### config.mk
export PLATFORM = sky130hd
export DESIGN_NAME = btn_cmd_capture_flat
export DESIGN_NICKNAME = d
export VERILOG_FILES = /design/src/rtl/btn_cmd_capture_if.sv /design/src/rtl/btn_cmd_capture.sv /design/src/flat_wrapper.sv
export SDC_FILE = /design/constraint.sdc
export NUM_CORES = 1
export LEC_CHECK = 0
export BUFFER_PORTS_ARGS = -buffer_cell sky130_fd_sc_hd__buf_2
export CAP_MARGIN = 20
export CORE_AREA = 2 2 66 68
export DETAILED_ROUTE_END_ITERATION = 12
export DIE_AREA = 0 0 68 70
export GPL_ROUTABILITY_DRIVEN = 0
export PLACE_DENSITY_LB_ADDON = 0.12
export SLEW_MARGIN = 20
export SYNTH_ARGS = -nofsm -noshare
export SYNTH_HDL_FRONTEND = slang
export SYNTH_SLANG_ARGS = --single-unit
### constraint.sdc
create_clock -name clk -period 2.15 [get_ports clk]
set_input_delay 0.215 -clock clk [delete_from_list [all_inputs] [get_ports clk]]
set_output_delay 0.215 -clock clk [all_outputs]
set_load 0.01 [all_outputs]
### src/rtl/btn_cmd_capture_if.sv
// Command handshake bundle between the button front end (master) and the ALU (slave).
interface btn_cmd_capture_if;
  logic       cmd_valid;
  logic       cmd_ready;
  logic [3:0] cmd_op;
  logic [7:0] cmd_data;

  modport master (output cmd_valid, output cmd_op, output cmd_data, input cmd_ready);
  modport slave  (input cmd_valid, input cmd_op, input cmd_data, output cmd_ready);
endinterface

### src/rtl/btn_cmd_capture.sv
// Button synchroniser/debouncer that turns each clean press into one valid/ready command.
// Optional auto-repeat while the button is held: define AUTO_REPEAT_EN.
module btn_cmd_capture #(
  parameter int unsigned DEBOUNCE_CYCLES = 1000000,
  parameter int unsigned CNT_W           = 20,
  parameter int unsigned REPEAT_DELAY    = 50000000,
  parameter int unsigned REPEAT_PERIOD   = 10000000
) (
  input  logic              clk,
  input  logic              reset,
  input  logic              btn_in,
  input  logic [15:0]       sw_in,
  btn_cmd_capture_if.master cmd,
  output logic              btn_level,
  output logic              press_drop
);

  typedef enum logic [0:0] {S_IDLE, S_HELD} state_t;

  logic             s1_q, s1_d, s2_q, s2_d;
  logic [CNT_W-1:0] cnt_q, cnt_d;
  logic             level_q, level_d;
  state_t           state_q, state_d;
  logic             valid_q, valid_d;
  logic [3:0]       op_q, op_d;
  logic [7:0]       data_q, data_d;
  logic             drop_q, drop_d;
  logic             press_evt, rpt_evt, evt, accept;

  always_comb begin
    s1_d    = btn_in;
    s2_d    = s1_q;
    cnt_d   = '0;
    level_d = level_q;
    if (s2_q != level_q) begin
      if (cnt_q == CNT_W'(DEBOUNCE_CYCLES - 1)) begin
        level_d = ~level_q;
      end else begin
        cnt_d = cnt_q + 1'b1;
      end
    end
  end

  // Rising debounced level in IDLE is the only source of a fresh press.
  always_comb begin
    state_d   = state_q;
    press_evt = 1'b0;
    case (state_q)
      S_IDLE: begin
        if (level_q) begin
          press_evt = 1'b1;
          state_d   = S_HELD;
        end
      end
      S_HELD: begin
        if (!level_q) state_d = S_IDLE;
      end
      default: state_d = S_IDLE;
    endcase
  end

`ifdef AUTO_REPEAT_EN
  logic [31:0] rpt_cnt_q, rpt_cnt_d;
  logic        rpt_first_q, rpt_first_d;

  // rpt_cnt_q counts cycles since the last press/repeat event.
  always_comb begin
    rpt_cnt_d   = rpt_cnt_q;
    rpt_first_d = rpt_first_q;
    rpt_evt     = 1'b0;
    if (press_evt) begin
      rpt_cnt_d   = 32'd1;
      rpt_first_d = 1'b1;
    end else if (state_q == S_HELD && level_q) begin
      if (rpt_cnt_q == (rpt_first_q ? 32'(REPEAT_DELAY) : 32'(REPEAT_PERIOD))) begin
        rpt_evt     = 1'b1;
        rpt_cnt_d   = 32'd1;
        rpt_first_d = 1'b0;
      end else begin
        rpt_cnt_d = rpt_cnt_q + 32'd1;
      end
    end else begin
      rpt_cnt_d   = '0;
      rpt_first_d = 1'b0;
    end
  end

  always_ff @(posedge clk) begin
    if (reset) begin
      rpt_cnt_q   <= '0;
      rpt_first_q <= 1'b0;
    end else begin
      rpt_cnt_q   <= rpt_cnt_d;
      rpt_first_q <= rpt_first_d;
    end
  end
`else
  assign rpt_evt = 1'b0;
`endif

  assign evt    = press_evt | rpt_evt;
  assign accept = evt && (!valid_q || cmd.cmd_ready);

  always_comb begin
    valid_d = valid_q;
    op_d    = op_q;
    data_d  = data_q;
    if (accept) begin
      valid_d = 1'b1;
      op_d    = sw_in[3:0];
      data_d  = sw_in[15:8];
    end else if (valid_q && cmd.cmd_ready) begin
      valid_d = 1'b0;
    end
    drop_d = evt && valid_q && !cmd.cmd_ready;
  end

  always_ff @(posedge clk) begin
    if (reset) begin
      s1_q    <= 1'b0;
      s2_q    <= 1'b0;
      cnt_q   <= '0;
      level_q <= 1'b0;
      state_q <= S_IDLE;
      valid_q <= 1'b0;
      op_q    <= '0;
      data_q  <= '0;
      drop_q  <= 1'b0;
    end else begin
      s1_q    <= s1_d;
      s2_q    <= s2_d;
      cnt_q   <= cnt_d;
      level_q <= level_d;
      state_q <= state_d;
      valid_q <= valid_d;
      op_q    <= op_d;
      data_q  <= data_d;
      drop_q  <= drop_d;
    end
  end

  assign cmd.cmd_valid = valid_q;
  assign cmd.cmd_op    = op_q;
  assign cmd.cmd_data  = data_q;
  assign btn_level     = level_q;
  assign press_drop    = drop_q;

  // Switches 7:4 carry nothing; repeat timing is dead without the repeat feature.
  logic unused_bits;
  assign unused_bits = ^{sw_in[7:4], REPEAT_DELAY, REPEAT_PERIOD};

endmodule

### src/flat_wrapper.sv
// flat-port wrapper written by rule: the top's interface ports become plain ports
module btn_cmd_capture_flat 
#(
  parameter int unsigned DEBOUNCE_CYCLES = 1000000,
  parameter int unsigned CNT_W           = 20,
  parameter int unsigned REPEAT_DELAY    = 50000000,
  parameter int unsigned REPEAT_PERIOD   = 10000000
)
  (clk, reset, btn_in, sw_in, btn_level, press_drop, cmd_cmd_valid, cmd_cmd_op, cmd_cmd_data, cmd_cmd_ready);
  btn_cmd_capture_if cmd_i ();
  input  logic clk;
  input  logic reset;
  input  logic btn_in;
  input  logic [15:0] sw_in;
  output logic btn_level;
  output logic press_drop;
  output wire logic [$bits(cmd_i.cmd_valid)-1:0] cmd_cmd_valid;
  output wire logic [$bits(cmd_i.cmd_op)-1:0] cmd_cmd_op;
  output wire logic [$bits(cmd_i.cmd_data)-1:0] cmd_cmd_data;
  input wire logic [$bits(cmd_i.cmd_ready)-1:0] cmd_cmd_ready;
  assign cmd_cmd_valid = cmd_i.cmd_valid;
  assign cmd_cmd_op = cmd_i.cmd_op;
  assign cmd_cmd_data = cmd_i.cmd_data;
  assign cmd_i.cmd_ready = cmd_cmd_ready;
  btn_cmd_capture #(.DEBOUNCE_CYCLES(DEBOUNCE_CYCLES), .CNT_W(CNT_W), .REPEAT_DELAY(REPEAT_DELAY), .REPEAT_PERIOD(REPEAT_PERIOD)) u_core (.clk(clk), .reset(reset), .btn_in(btn_in), .sw_in(sw_in), .cmd(cmd_i), .btn_level(btn_level), .press_drop(press_drop));
endmodule
## Word-level counts from Yosys, hierarchy flattened

Cells that the tools add are included.

- $add $sub $neg: 1
- Eq/ne operators: 2
- Mux-type cells: 4
- Bitwise gates (word level): 2
- Reduce and logical (&&, ||, !) cells: 10

Operators with widths:

| operator | number |
|---|---|
| adder 20 x 1 -> 20 bit, second input constant | 1 |
| equality test 20 bit, second input constant | 1 |
| logical AND 1 bit | 4 |
| two-way mux 1 bit | 4 |
| OR reduction 3 bit | 1 |
| zero test 1 bit | 2 |
| inverter 1 bit | 2 |
| AND reduction 2 bit | 1 |
| nonzero test 2 bit | 1 |
| logical OR 1 bit | 1 |
| != test 1 bit | 1 |

- Flip-flop bits (word level): 38
- Input port bits: 20
- Output and inout port bits: 15
- Logic and storage cells: 28

## Depth between registers and ports, before layout

- Depth after elaboration: 4
- Gate-level depth with buffers: 6
- Depth with buffers taken out: 4

## Worst setup path after synthesis

Ideal clock, no wire load.

- Kind: reg-to-reg
- From: register u_core.cnt_q[0]
- To: register u_core.cnt_q[10]
- Data arrival time: 1.494 ns
- Data required time: 2.033 ns
- Slack: 0.539 ns
- Stages on the path, launching flop included: 7
- Period minus slack after synthesis: 1.611 ns
- Cells stage by stage: dfxtp_1 ha_1 clkbuf_1 nand2_1 o21ai_2 buf_2 nor2_1

- Longest elaborated chain between the ends: 2
- Elaborated cells between the ends (all ways): 3
- Classes of those cells: 1 x add/sub; 1 x eq/ne; 1 x reduce/logical

RTL lines:

| what | RTL line | RTL |
|---|---|---|
| from (decl) | btn_cmd_capture.sv:21 | `logic [CNT_W-1:0] cnt_q, cnt_d;` |
| from (signal assigned) | btn_cmd_capture.sv:132 | `cnt_q <= cnt_d;` |
| parallel branches: the longest is 2 deep, another holds adder 20 x 1 -> 20 bit | n/a |  |

Parallel ways; which one is timed is not known.
A chain may end at the register's enable or synchronous reset.

## Final worst setup path

- From: register u_core.cnt_q[0]
- To: register u_core.cnt_q[19]

The elaborated chain is that of the path after synthesis.

==> summary.md <==
| Metric | Value |
|---|---|
| CTS H-tree lvls | 2 |
| #FFs+latches synth | 38 |
| Crit path capture | u_core.cnt_q[19] |
| DRC viols | 0 |
| Share of layout cells above drive strength 1 | 24.6% |
| Die footprint | 4760 um^2 |
| Final hold vios | 0 |
| CTS resizes | 0 |
| Via Count | 1213 |
| Worst-path clk slew | 0.07 ns |
| CP top delay family | compound AO/OA/AOI/OAI gates |
| Net count after synthesis | roughly 180 |
| Area delta synth->final | 18.3% |
| Nets@finish | 215 |
| Drt total wl | about 2900 um |
| TritonCTS clock tree | yes |
| Largest net degree at the start of global routing | 21 |
| P_sw | 245 uW |
| Sequential Power Share | 57.8% |
| CP Depth | 5 |
| RR Endpoint | u_core.cnt_q[19] |
| CTS Sinks | 38 |
| Skew-Pair Late Insertion Delay | between 0.2 and 0.3 ns |
| Pwr/cell area | 663 nW/um^2 |
| Vias per Instance | 4.91 |
| Clk pwr share | 40.0% |
| PortBufs | 30 |
| Post-DP HPWL | 2130 um |
| Starting Density | 37.6% |
| CP Max Fanout | 8 |
| Yosys warnings | 0 |
| Sum Neg Setup Slack | 0 ns |
| Max incr delay on CP | around 0.38 ns |
| DR WL/cell | 11.6 um |
| DRT iter0 DRCs | 86 |
| Internal power | 978 uW |
| Synth cell types | 35 |
| Crit path buffers/inverters | 1 |
| Critical-path cell list | ha_1 > nand2_1 > o21ai_2 > buf_4 > a21oi_1 |
| Sw frac | 20.0% |
| Min Tclk post-route | 1.74 ns |
| Netlist Area Pre-Place | 1560 um^2 |
| Final setup viols | 0 |
| Postcts setup bufs | 0 |
| Cells after Synth | about 160 |
| Data required, critical path | 2.31 ns |
| FP Rows | 24 |
| First-pass GRT wire length | 4950 um |
| Fmax | 574 MHz |
| Final Cycle Share | slightly above 80% |
| Post-synth EDFFs | 0 |
| Total track usage | 13.6% |
| CTS root buf | clkbuf_8 |
| Unrepaired setup endpoints after global routing | no |
| R2R Setup Slk | 0.41 ns |
| VDD IR max | about 0.00041 V |
| IO Count | 35 |
| R2R cell count | 5 |
| Slew @ Worst Pin | 0.342 ns |
| Max cap viols | 0 |
| Post-synth ARST share | 0% |
| Layout fillers | around 400 |
| Relative slew slack | 77.2% |
| Worst setup EP type | register |
| Critical path arrival | 1.91 ns |
| CORE AREA | 4140 um^2 |
| Post-CTS Hold Buffers | 0 |
| Worst r2r src | u_core.cnt_q[0] |
| Ys flop type | dfxtp_1 |
| CTS max path bufs | 2 |
| Seq/Total Area, Yosys | 48.8% |
| DR pass1 iterations | 4 |
| Diodes inserted | 0 |
| TritonCTS buffer count | 5 |
| Slew Limit Fails | 0 |
| GRT overflow | 0 |
| Design Power | 1.22 mW |
| Status | finished, final reports clean |
| Die width | 68 um |
| Slowest library cell on the worst path | o21ai_2 |
| Antenna Violating Nets Remaining | 0 |
| Combinational group share of total power | 2.2% |
| Vias in the first global route | 1147 |
| Die H | approximately 70 um |
| Worst Setup SP | u_core.cnt_q[0] |
| Clk_skew | around 0.0038 ns |
| Crit path kind | register to register |
| Worst Setup Start Kind | register |
| Tightest Hold Check Type | input pin to register |
| Lkg Pwr | 0.692 nW |
| Initial antenna violation count | 0 |
| Mean post-synth cell area | 9.68 um^2 |
cell type report:
class	instances	area (um^2)	share of cell area (%)
tap	52	65.1	3.53
clock inverter	1	5.00	0.272
multi-input combinational	113	738	40.1
timing repair buffer	34	180	9.78
inverter	2	7.51	0.407
clock buffer	7	86.3	4.68
sequential	38	761	41.3
state kept, by name (all words and copies together) (netlist names):
register / flops
u_core.cmd.cmd_op: 4
u_core.cnt_q: 20
u_core.s2_q: 1
u_core.btn_level: 1
u_core.cmd.cmd_valid: 1
u_core.press_drop: 1
u_core.s1_q: 1
u_core.cmd.cmd_data: 8
u_core.state_q: 1
worst min-delay path: stages:
cell	delay [ns]
buf_2	0.07
mux2i_1	0.05
nor2_1	0.07
layer usage:
layer	part of all wire, %	vias to the layer above	routed length [um]	GRT usage, %
met5	0	-	0	0
met4	1.5	0	43	5.33
met3	6.7	7	193	5.80
met2	47	33	1360	21.8
met1	44	552	1270	15.7
li1	-	621	-	-
cell usage after synthesis, types with 3 or more instances:
cell type / instances / area, um^2
dfxtp_1: 38 / 761
nor2_1: 25 / 93.8
mux2i_1: 12 / 120
xor2_1: 10 / 87.6
a21oi_1: 7 / 35.0
nand2_1: 6 / 22.5
nand3_1: 6 / 30.0
nand4_1: 6 / 37.5
nor2b_1: 5 / 31.3
o21ai_0: 5 / 25.0
clkbuf_1: 3 / 11.3
or3_1: 3 / 18.8
xnor2_1: 3 / 26.3
placed cells by master, fill, tap and decap left out, types with 3 or more instances in the layout:
cell type	synthesis	routed
a21oi_1	7	7
buf_2	2	30
buf_4	1	4
clkbuf_8	0	6
dfxtp_1	38	38
mux2i_1	12	12
nand2_1	6	6
nand3_1	6	6
nand4_1	6	6
nor2_1	25	25
nor2b_1	5	5
o21ai_0	5	5
or3_1	3	3
xnor2_1	3	3
xor2_1	10	10
logic make-up after synthesis:
kind of cell / synth area share, %
XOR/XNOR: 7.31
flip-flops: 48.8
AND/OR/NAND/NOR: 25.6
buffers and inverters: 3.78
multiplexers: 7.71
adder cells (fa/ha/maj): 0.803
AO/OA/AOI/OAI: 5.94
power groups by stage:
stage	clock network (mW)	registers, mW	logic, mW
2_1_floorplan	0	0.723	0.0108
3_3_place_gp	0	0.723	0.0259
3_5_place_dp	0	0.723	0.0270
4_1_cts	0.512	0.707	0.0271
5_1_grt	0.552	0.706	0.0299
6_report	0.489	0.707	0.0267
through the flow:
stage / hold WS (ns) / worst slack (ns) / area [um^2] / utilization [%] / instances
final: 0.163 / 0.408 / 1840 / 44.5 / 247
after floorplan: 0.343 / 0.539 / 1560 / - / 161
after global routing: 0.159 / 0.316 / 1840 / 44.5 / 247
after global placement: 0.422 / 0.503 / 1750 / 42.3 / 239
after detailed placement: 0.430 / 0.419 / 1750 / 42.3 / 239
after CTS: 0.157 / 0.406 / 1840 / 44.5 / 247
worst min path at each step:
stage                    startpoint                   end  slack (ns)  cells after the start
floorplan                    btn_in           u_core.s1_q        0.34                      1
global placement    u_core.cnt_q[0]       u_core.cnt_q[0]        0.42                      1
detailed placement  u_core.cnt_q[0]       u_core.cnt_q[0]        0.43                      1
CTS                        sw_in[0]  u_core.cmd.cmd_op[0]        0.16                      3
global route               sw_in[3]  u_core.cmd.cmd_op[3]        0.16                      3
finish                     sw_in[0]  u_core.cmd.cmd_op[0]        0.16                      3
Note: power is estimated with default switching activity, not from simulation.
